$ cat config.mk
export PLATFORM = sky130hd
export DESIGN_NAME = approx_mult_error_monitor_flat
export DESIGN_NICKNAME = d
export VERILOG_FILES = /design/src/rtl/approx_mult_error_monitor_if.sv /design/src/rtl/approx_mult_error_monitor.sv /design/src/flat_wrapper.sv
export SDC_FILE = /design/constraint.sdc
export NUM_CORES = 2
export LEC_CHECK = 0
export CAP_MARGIN = 20
export CORE_MARGIN = 1.5
export CORE_UTILIZATION = 58
export CTS_CLUSTER_DIAMETER = 40
export DETAILED_ROUTE_END_ITERATION = 7
export MAX_ROUTING_LAYER = met4
export PLACE_DENSITY = 0.87
export SLEW_MARGIN = 20
export SYNTH_ARGS = -nofsm -noshare
export SYNTH_HDL_FRONTEND = slang
export SYNTH_SLANG_ARGS = --single-unit
$ cat constraint.sdc
create_clock -name clk -period 11.6 [get_ports clk]
set_input_delay 2.32 -clock clk [delete_from_list [all_inputs] [get_ports clk]]
set_output_delay 2.32 -clock clk [all_outputs]
set_load 0.1 [all_outputs]
$ cat src/rtl/approx_mult_error_monitor_if.sv
// Operand/product stream from the approximate multiplier into the error monitor.
// The master drives a triple with in_valid; the slave accepts it while in_ready is high.
interface approx_mult_error_monitor_if #(
    parameter int WIDTH = 16
);
    localparam int PW = 2 * WIDTH;

    logic             in_valid;
    logic             in_ready;
    logic [WIDTH-1:0] a;
    logic [WIDTH-1:0] x;
    logic [PW-1:0]    approx_product;

    modport master (output in_valid, a, x, approx_product, input in_ready);
    modport slave  (input in_valid, a, x, approx_product, output in_ready);
endinterface

$ cat src/rtl/approx_mult_error_monitor.sv
// Error-statistics monitor for the 16x16 approximate multiplier: two-stage pipeline, run FSM.
// Optional macro APPROX_ERR_SQ_EN builds the ED-squared accumulator; otherwise ed_sq_sum is 0.
module approx_mult_error_monitor #(
    parameter  int WIDTH = 16,
    parameter  int CNT_W = 32,
    parameter  int SUM_W = 64,
    localparam int PW    = 2 * WIDTH,
    localparam int SQ_W  = 2 * PW + CNT_W
) (
    input  logic                        clk,
    input  logic                        rst,
    input  logic                        start,
    input  logic [CNT_W-1:0]            num_samples,
    approx_mult_error_monitor_if.slave  bus,
    output logic                        busy,
    output logic                        done,
    output logic [CNT_W-1:0]            sample_cnt,
    output logic [CNT_W-1:0]            err_cnt,
    output logic [SUM_W-1:0]            ed_sum,
    output logic [PW-1:0]               ed_max,
    output logic [WIDTH-1:0]            ed_max_a,
    output logic [WIDTH-1:0]            ed_max_x,
    output logic [SQ_W-1:0]             ed_sq_sum
);
    typedef enum logic [1:0] {IDLE, RUN, DRAIN, DONE} state_t;

    state_t           state;
    logic             in_ready_q;
    logic [CNT_W-1:0] num_lat;
    logic [CNT_W-1:0] acc_cnt;

    logic             s1_valid;
    logic [PW-1:0]    s1_exact;
    logic [PW-1:0]    s1_approx;
    logic [WIDTH-1:0] s1_a, s1_x;

    logic             s2_valid;
    logic [PW-1:0]    s2_ed;
    logic [WIDTH-1:0] s2_a, s2_x;

    logic             accept, last_accept, last_commit, clear_stats;
    logic [PW-1:0]    s1_ed;
    logic [SUM_W:0]   sum_wide;

    assign bus.in_ready = in_ready_q;
    assign accept       = (state == RUN) && bus.in_valid && in_ready_q;
    assign last_accept  = accept && (acc_cnt + CNT_W'(1) == num_lat);
    assign last_commit  = s2_valid && (sample_cnt + CNT_W'(1) == num_lat);
    assign clear_stats  = start && (state == IDLE || state == DONE);
    assign s1_ed        = (s1_exact >= s1_approx) ? s1_exact - s1_approx : s1_approx - s1_exact;
    assign sum_wide     = {1'b0, ed_sum} + (SUM_W + 1)'(s2_ed);

    // NOTE: every sequential block uses non-blocking assignments so all state updates
    // see the pre-edge values regardless of block ordering.
    always_ff @(posedge clk) begin
        if (rst) begin
            state      <= IDLE;
            in_ready_q <= 1'b0;
            busy       <= 1'b0;
            done       <= 1'b0;
            num_lat    <= '0;
            acc_cnt    <= '0;
        end else begin
            case (state)
                IDLE, DONE: begin
                    done  <= 1'b0;
                    state <= IDLE;
                    if (start) begin
                        num_lat <= num_samples;
                        acc_cnt <= '0;
                        if (num_samples == '0) begin
                            state <= DONE;
                            done  <= 1'b1;
                        end else begin
                            state      <= RUN;
                            in_ready_q <= 1'b1;
                            busy       <= 1'b1;
                        end
                    end
                end
                RUN: begin
                    if (accept) acc_cnt <= acc_cnt + CNT_W'(1);
                    if (last_accept) begin
                        state      <= DRAIN;
                        in_ready_q <= 1'b0;
                    end
                end
                DRAIN: begin
                    if (last_commit) begin
                        state <= DONE;
                        busy  <= 1'b0;
                        done  <= 1'b1;
                    end
                end
                default: state <= IDLE;
            endcase
        end
    end

    // NOTE: only the valid bits are reset; the data registers behind them are
    // never observed while their valid bit is low.
    always_ff @(posedge clk) begin
        if (rst) begin
            s1_valid <= 1'b0;
            s2_valid <= 1'b0;
        end else begin
            s1_valid <= accept;
            s2_valid <= s1_valid;
        end
        if (accept) begin
            s1_exact  <= PW'(bus.a) * PW'(bus.x);
            s1_approx <= bus.approx_product;
            s1_a      <= bus.a;
            s1_x      <= bus.x;
        end
        if (s1_valid) begin
            s2_ed <= s1_ed;
            s2_a  <= s1_a;
            s2_x  <= s1_x;
        end
    end

    always_ff @(posedge clk) begin
        if (rst || clear_stats) begin
            sample_cnt <= '0;
            err_cnt    <= '0;
            ed_sum     <= '0;
            ed_max     <= '0;
            ed_max_a   <= '0;
            ed_max_x   <= '0;
        end else if (s2_valid) begin
            sample_cnt <= sample_cnt + CNT_W'(1);
            if (s2_ed != '0) err_cnt <= err_cnt + CNT_W'(1);
            // Saturation is sticky: all-ones stays all-ones until the next start.
            ed_sum <= sum_wide[SUM_W] ? '1 : sum_wide[SUM_W-1:0];
            if (s2_ed > ed_max) begin
                ed_max   <= s2_ed;
                ed_max_a <= s2_a;
                ed_max_x <= s2_x;
            end
        end
    end

`ifdef APPROX_ERR_SQ_EN
    logic [SQ_W-1:0] sq_q;

    always_ff @(posedge clk) begin
        if (rst || clear_stats) sq_q <= '0;
        else if (s2_valid)      sq_q <= sq_q + SQ_W'(s2_ed) * SQ_W'(s2_ed);
    end

    assign ed_sq_sum = sq_q;
`else
    assign ed_sq_sum = '0;
`endif
endmodule

$ cat src/flat_wrapper.sv
// flat-port wrapper written by rule: the top's interface ports become plain ports
module approx_mult_error_monitor_flat 
#(
    parameter  int WIDTH = 16,
    parameter  int CNT_W = 32,
    parameter  int SUM_W = 64,
    localparam int PW    = 2 * WIDTH,
    localparam int SQ_W  = 2 * PW + CNT_W
)
  (clk, rst, start, num_samples, busy, done, sample_cnt, err_cnt, ed_sum, ed_max, ed_max_a, ed_max_x, ed_sq_sum, bus_in_valid, bus_a, bus_x, bus_approx_product, bus_in_ready);
  approx_mult_error_monitor_if #(.WIDTH(WIDTH)) bus_i ();
  input  logic clk;
  input  logic rst;
  input  logic start;
  input  logic [CNT_W-1:0] num_samples;
  output logic busy;
  output logic done;
  output logic [CNT_W-1:0] sample_cnt;
  output logic [CNT_W-1:0] err_cnt;
  output logic [SUM_W-1:0] ed_sum;
  output logic [PW-1:0] ed_max;
  output logic [WIDTH-1:0] ed_max_a;
  output logic [WIDTH-1:0] ed_max_x;
  output logic [SQ_W-1:0] ed_sq_sum;
  input wire logic [$bits(bus_i.in_valid)-1:0] bus_in_valid;
  input wire logic [$bits(bus_i.a)-1:0] bus_a;
  input wire logic [$bits(bus_i.x)-1:0] bus_x;
  input wire logic [$bits(bus_i.approx_product)-1:0] bus_approx_product;
  output wire logic [$bits(bus_i.in_ready)-1:0] bus_in_ready;
  assign bus_i.in_valid = bus_in_valid;
  assign bus_i.a = bus_a;
  assign bus_i.x = bus_x;
  assign bus_i.approx_product = bus_approx_product;
  assign bus_in_ready = bus_i.in_ready;
  approx_mult_error_monitor #(.WIDTH(WIDTH), .CNT_W(CNT_W), .SUM_W(SUM_W)) u_core (.clk(clk), .rst(rst), .start(start), .num_samples(num_samples), .bus(bus_i), .busy(busy), .done(done), .sample_cnt(sample_cnt), .err_cnt(err_cnt), .ed_sum(ed_sum), .ed_max(ed_max), .ed_max_a(ed_max_a), .ed_max_x(ed_max_x), .ed_sq_sum(ed_sq_sum));
endmodule
Word-level counts from Yosys, hierarchy flattened
Index checks and enable logic that the tools add are counted.
{"block": "op_classes", "n_addsub": 6, "multipliers": 1, "div_mod_pow": 0, "n_lt_le_gt_ge": 2, "n_eq_ne": 10, "shift": 0, "n_mux": 20, "bitwise_logic": 0, "reduce_logical": 21}
{"op": "adder 32 x 1 -> 32 bit (second input constant)", "n": 3}
{"op": "2-to-1 mux 32 bit", "n": 3}
{"op": "adder 64 x 32 -> 65 bit", "n": 1}
{"op": "equality test 32 bit", "n": 2}
{"op": "2-to-1 mux 64 bit", "n": 1}
{"op": "one-hot mux 32 bit (2 select lines)", "n": 1}
{"op": "subtractor 32 bit", "n": 2}
{"op": ">= comparator 32 bit", "n": 1}
{"op": "greater-than comparator 32 bit", "n": 1}
{"op": "logical NOT 32 bit", "n": 1}
{"op": "multiplier 16 x 16 -> 32 bit", "n": 1}
{"op": "nonzero test 32 bit", "n": 1}
{"op": "AND reduction 2 bit", "n": 5}
{"op": "2-to-1 mux 2 bit", "n": 4}
{"op": "AND reduction 4 bit", "n": 2}
{"op": "2-to-1 mux 1 bit", "n": 7}
{"op": "inequality test 2 x 1 -> 1 bit (second input constant)", "n": 3}
{"op": "one-hot mux 1 bit (2 select lines)", "n": 3}
{"op": "one-hot mux 2 bit (3 select lines)", "n": 1}
{"op": "logical AND 1 bit", "n": 5}
{"op": "equality test 2 bit (second input constant)", "n": 2}
{"op": "inequality test 2 bit (second input constant)", "n": 2}
{"op": "nonzero test 2 bit", "n": 2}
{"op": "AND reduction 3 bit", "n": 1}
{"op": "other kinds (4)", "n": 5}
{"block": "totals", "reg_bits": 423, "latchBits": 0, "ram_bits": 0, "mem_bits_ro": 0, "in_bits": 100, "output_inout_bits": 291, "elab_cells": 81, "memories": 0}

Longest topological paths before layout
{"block": "depth", "word_depth": 6, "ltp_mapped": 25, "mapped_depth_nobuf": 24}

Worst setup path before layout
Ideal clock, no wire load.
{"block": "synth_timing", "path_type": "in2reg", "start": "input bus_x[3]", "end": "register u_core.s1_exact[30] (data pin)", "setup_ps": 258, "arrival_ps": 8206, "t_required_ps": 11342, "setup_slack_ps": 3136, "cell_stages": 22, "path_buffers": 1, "path_cell_list": "clkbuf_1 nand2_1 fa_1 fa_1 fa_1 inv_1 fa_1 fa_1 inv_1 fa_1 inv_1 ha_1 a21oi_1 nand2_1 a21o_1 o211a_1 a211o_1 a221o_1 o41a_1 a211o_1 a21oi_1 xnor2_1"}
{"block": "synth_between", "elab_chain_cells": 1}
{"item": "start, declared", "line_no": "flat_wrapper.sv:27", "text": "input wire logic [$bits(bus_i.x)-1:0] bus_x;"}
{"item": "multiplier 16 x 16 -> 32 bit", "line_no": "approx_mult_error_monitor.sv:111", "text": "s1_exact <= PW'(bus.a) * PW'(bus.x);"}
{"item": "end signal, assigned", "line_no": "approx_mult_error_monitor.sv:111"}
{"item": "end, declared", "line_no": "approx_mult_error_monitor.sv:33", "text": "logic [PW-1:0] s1_exact;"}
No other way between the ends.
A chain may end at the register's enable or synchronous reset.

Final worst setup path
{"block": "layout_timing", "start": "input bus_a[6]", "end": "register u_core.s1_exact[28] (data pin)"}
{"block": "layout_between", "elab_chain_cells": 1}
{"item": "start, declared", "line_no": "flat_wrapper.sv:26", "text": "input wire logic [$bits(bus_i.a)-1:0] bus_a;"}
{"item": "multiplier 16 x 16 -> 32 bit", "line_no": "approx_mult_error_monitor.sv:111"}
No other way between the ends.

==> summary.txt <==
Global routing
  – Largest net degree at the start of global routing: 91
  – Vias in the first global route: 26200
  – Initial antenna violation count: 0
  – First-pass GRT wire length: 138 mm
  – GRT Total Usage: 0.314
  – Grt total ovfl: 0

Logic synthesis
  – Register area share after synthesis: 0.311
  – Synth unique cells: 82
  – Synth area leaders: dfxtp_1 16%, edfxtp_1 15%, fa_1 12%
  – Synth Area in Adders: 0.213
  – Largest family of logic cells by synthesized area: adder cells
  – Mux share of post-synthesis cell area: 0.00976
  – Synth Area in Simple Gates: 0.178
  – Post-synthesis register bit count: 423
  – Most common cell in the netlist: nand2_1
  – Post-synthesis xor/xnor area fraction: 0.0654
  – Top cell type's share of synthesized area: 0.162
  – Post-synthesis compound-gate area fraction: 0.137
  – Ys Warns: 0
  – Asr flop ratio synth: 0
  – Yosys top cell by area: dfxtp_1
  – Syn Inst Count: 3654
  – Post-synth EDFFs: 160
  – Most frequent cells after synthesis: 393 x nand2_1, 367 x inv_1, 263 x dfxtp_1, 255 x a21oi_1, 236 x ha_1
  – Netlist Area Pre-Place: 32400 µm²
  – Average size of a mapped cell: 8.87 µm²
  – Most used flip-flop cell after synthesis: dfxtp_1

Clocking
  – Clock Tree Root: clkbuf_16
  – Clk slew on worst S/H paths: 0.05 ns
  – CTS H-tree depth: 3
  – Clk buf depth: 3
  – Worst-skew pair later-pin latency: 0.60 ns
  – TritonCTS clock tree: yes
  – Total CTS buffers: 72
  – Post-cts repair resize count: 0
  – Clock sink count: 423
  – Hold_buf cts: 0
  – Postcts setup bufs: 0

STA
  – Setup-failing EPs final: 0
  – Slew Limit Fails: 0
  – Final Cycle Share: 0.796
  – Worst Max-Slew Pin Slew: 1.17 ns
  – Fmax: 108 MHz
  – Hold WS: 0.414 ns
  – Clock period minus worst slack: 9.23 ns
  – Slew margin rel.: 0.217
  – Setup Skew: 0.0208 ns
  – Final Hold Vio Count: 0
  – Setup tns final: 0 ns
  – Unrepaired setup endpoints after global routing: false

Placed design
  – Placed inst area: 35400 µm²
  – Final HPWL DP: 64.5 mm
  – GPL Wtd Cong: 0.960
  – # port buffers: 294

Route
  – Drc violations: 0
  – Vias: 27300
  – DRT antenna net count: 0
  – TritonRoute pass-1 iters: 5
  – Routed vias/inst: 5.85
  – Drt total wl: 88.0 mm
  – Routed WL per cell: 18.8 µm
  – Initial DRC Count: 2335

Setup path
  – Crit end category: register
  – Worst-path fanout max: 17
  – Reg2Reg Setup Slack: 6.94 ns
  – FF-to-FF End: u_core.s2_ed[28]
  – CP arrival: 9.57 ns
  – R2R Path Start: u_core.s1_approx[2]
  – Startpoint types: input port
  – Setup Crit Path Kind: in -> reg
  – FF-to-FF path depth: 13
  – Worst path required time: 11.93 ns

Floorplanning
  – Die width: 239 µm
  – Core area: 55200 µm²
  – # IOs: 391
  – Die Area: 57300 µm²
  – Initial Util: 0.587
  – Die extent in y: 239 µm
  – Rows: 86

Cells and area
  – Synthesis-to-finish area growth: 16.8%
  – Nets@finish: 4396
  – # diodes: 0
  – Final instance area: 37900 µm²
  – Share of layout cells above drive strength 1: 0.0469

Hold path
  – HP Class: reg -> reg
  – HP Start: u_core.s1_a[2]
  – WHS Endpoint: u_core.s2_a[2]
  – Hold path depth: 0

Job
  – Max Cap Violations: 0

Pwr
  – Tot Pwr: 8.10 mW
  – Peak supply drop: 365 µV
  – Power per cell area: 214 nW/µm²
  – Leak: 15.7 nW

Run status
  – Outcome: completed
## power breakdown
group	total, mW	switching (mW)	internal (mW)
sequential	1.90	0.0910	1.81
clock	2.19	0.809	1.38
combinational	4.01	2.43	1.58
total	8.10	3.33	4.77
## layout by cell type, fill, tap and decap left out, types with 11 or more instances in the layout
cell type        synthesis  routed
and2_1                 138     138
nand2_1                393     391
o21bai_1                27      27
o211ai_1                12      12
and3_1                  33      33
a221oi_1                11      11
a21o_1                  63      63
o21a_1                  16      16
clkdlybuf4s50_1          0     292
ha_1                   236     236
or3_1                   15      15
and4_1                  20      20
nand3_1                135     135
o31ai_1                 41      41
xnor2_1                138     138
nor4_1                  39      39
buf_4                  100      14
dfxtp_1                263     261
mux2i_1                 26      26
nor2_1                 206     203
clkbuf_16                0      74
a211oi_1                16      16
o21ai_0                162     161
nor3_1                  59      58
xor2_1                 104     104
a21oi_1                255     255
nor2b_1                 30      30
a31oi_1                 20      19
fa_1                   197     197
edfxtp_1               160     160
nand2b_1                11      11
inv_1                  367     366
nand4_1                 62      62
conb_1                   1      96
inv_6                    0      16
## cell type report
type / count / area [µm²]
tap: 748 / 936
timing repair buffer: 308 / 3040
clock buffer: 83 / 1940
clock inverter: 49 / 561
sequential: 423 / 10100
fill: 4241 / 17300
multi-input combinational: 2691 / 20000
inverter: 367 / 1380
## cells by family (layout without fill, tap and decap cells)
logic type	after synthesis	count (layout)
fa+ha+maj	433	433
other cells	1	96
mux	31	31
xor+xnor	242	242
compound gates	710	710
buf+inv	635	807
flops	423	423
simple gates	1179	1179
## metrics by stage
step / instances / util / setup WS, ns
4_1_cts: 4669 / 0.686 / 2.40
5_1_grt: 4669 / 0.686 / 2.13
3_5_place_dp: 4537 / 0.641 / 1.84
6_report: 4669 / 0.686 / 2.37
2_1_floorplan: 3749 / - / 3.14
3_3_place_gp: 4537 / 0.641 / 2.04
## registers in the layout, indices dropped and copies added, names as in the netlist, 2 cells and up
name and cells:
u_core.ed_max_a 16, u_core.acc_cnt 32, u_core.s2_ed 32, u_core.num_lat 32
u_core.s1_approx 32, u_core.ed_sum 64, u_core.s1_a 16, u_core.s2_a 16
u_core.s2_x 16, u_core.sample_cnt 32, u_core.s1_exact 32, u_core.err_cnt 32
u_core.state 2, u_core.s1_x 16, u_core.ed_max 32, u_core.ed_max_x 16
## metal layers
layer	vias to the layer above	GRT usage	part of all wire
met3	264	0.0521	0.083
met1	13100	0.380	0.39
met2	1209	0.508	0.48
li1	12700	-	-
met4	0	0.154	0.046
met5	-	-	0
## worst max-delay path, cell delays in order
cell and delay (ns):
clkdlybuf4s50_1 0.81, and2_1 0.36, fa_1 0.54, inv_1 0.05
fa_1 0.50, fa_1 0.56, inv_1 0.07, fa_1 0.47
fa_1 0.54, inv_1 0.05, fa_1 0.53, inv_1 0.05
ha_1 0.37, a21oi_1 0.22, nand2_1 0.08, a21o_1 0.18
o211a_1 0.20, a211o_1 0.34, a221o_1 0.35, o41a_1 0.38
a31o_2 0.28, a21oi_1 0.21, xnor2_1 0.09
## worst max path at each step
stage	start	endpoint	slack [ns]
after floorplan	bus_x[3]	u_core.s1_exact[30]	3.14
after global placement	bus_a[6]	u_core.s1_exact[30]	2.04
after detailed placement	bus_a[6]	u_core.s1_exact[28]	1.84
after CTS	bus_a[6]	u_core.s1_exact[28]	2.40
after global routing	bus_a[6]	u_core.s1_exact[28]	2.13
final	bus_a[6]	u_core.s1_exact[28]	2.37
Power figures use the tool's default switching activity.
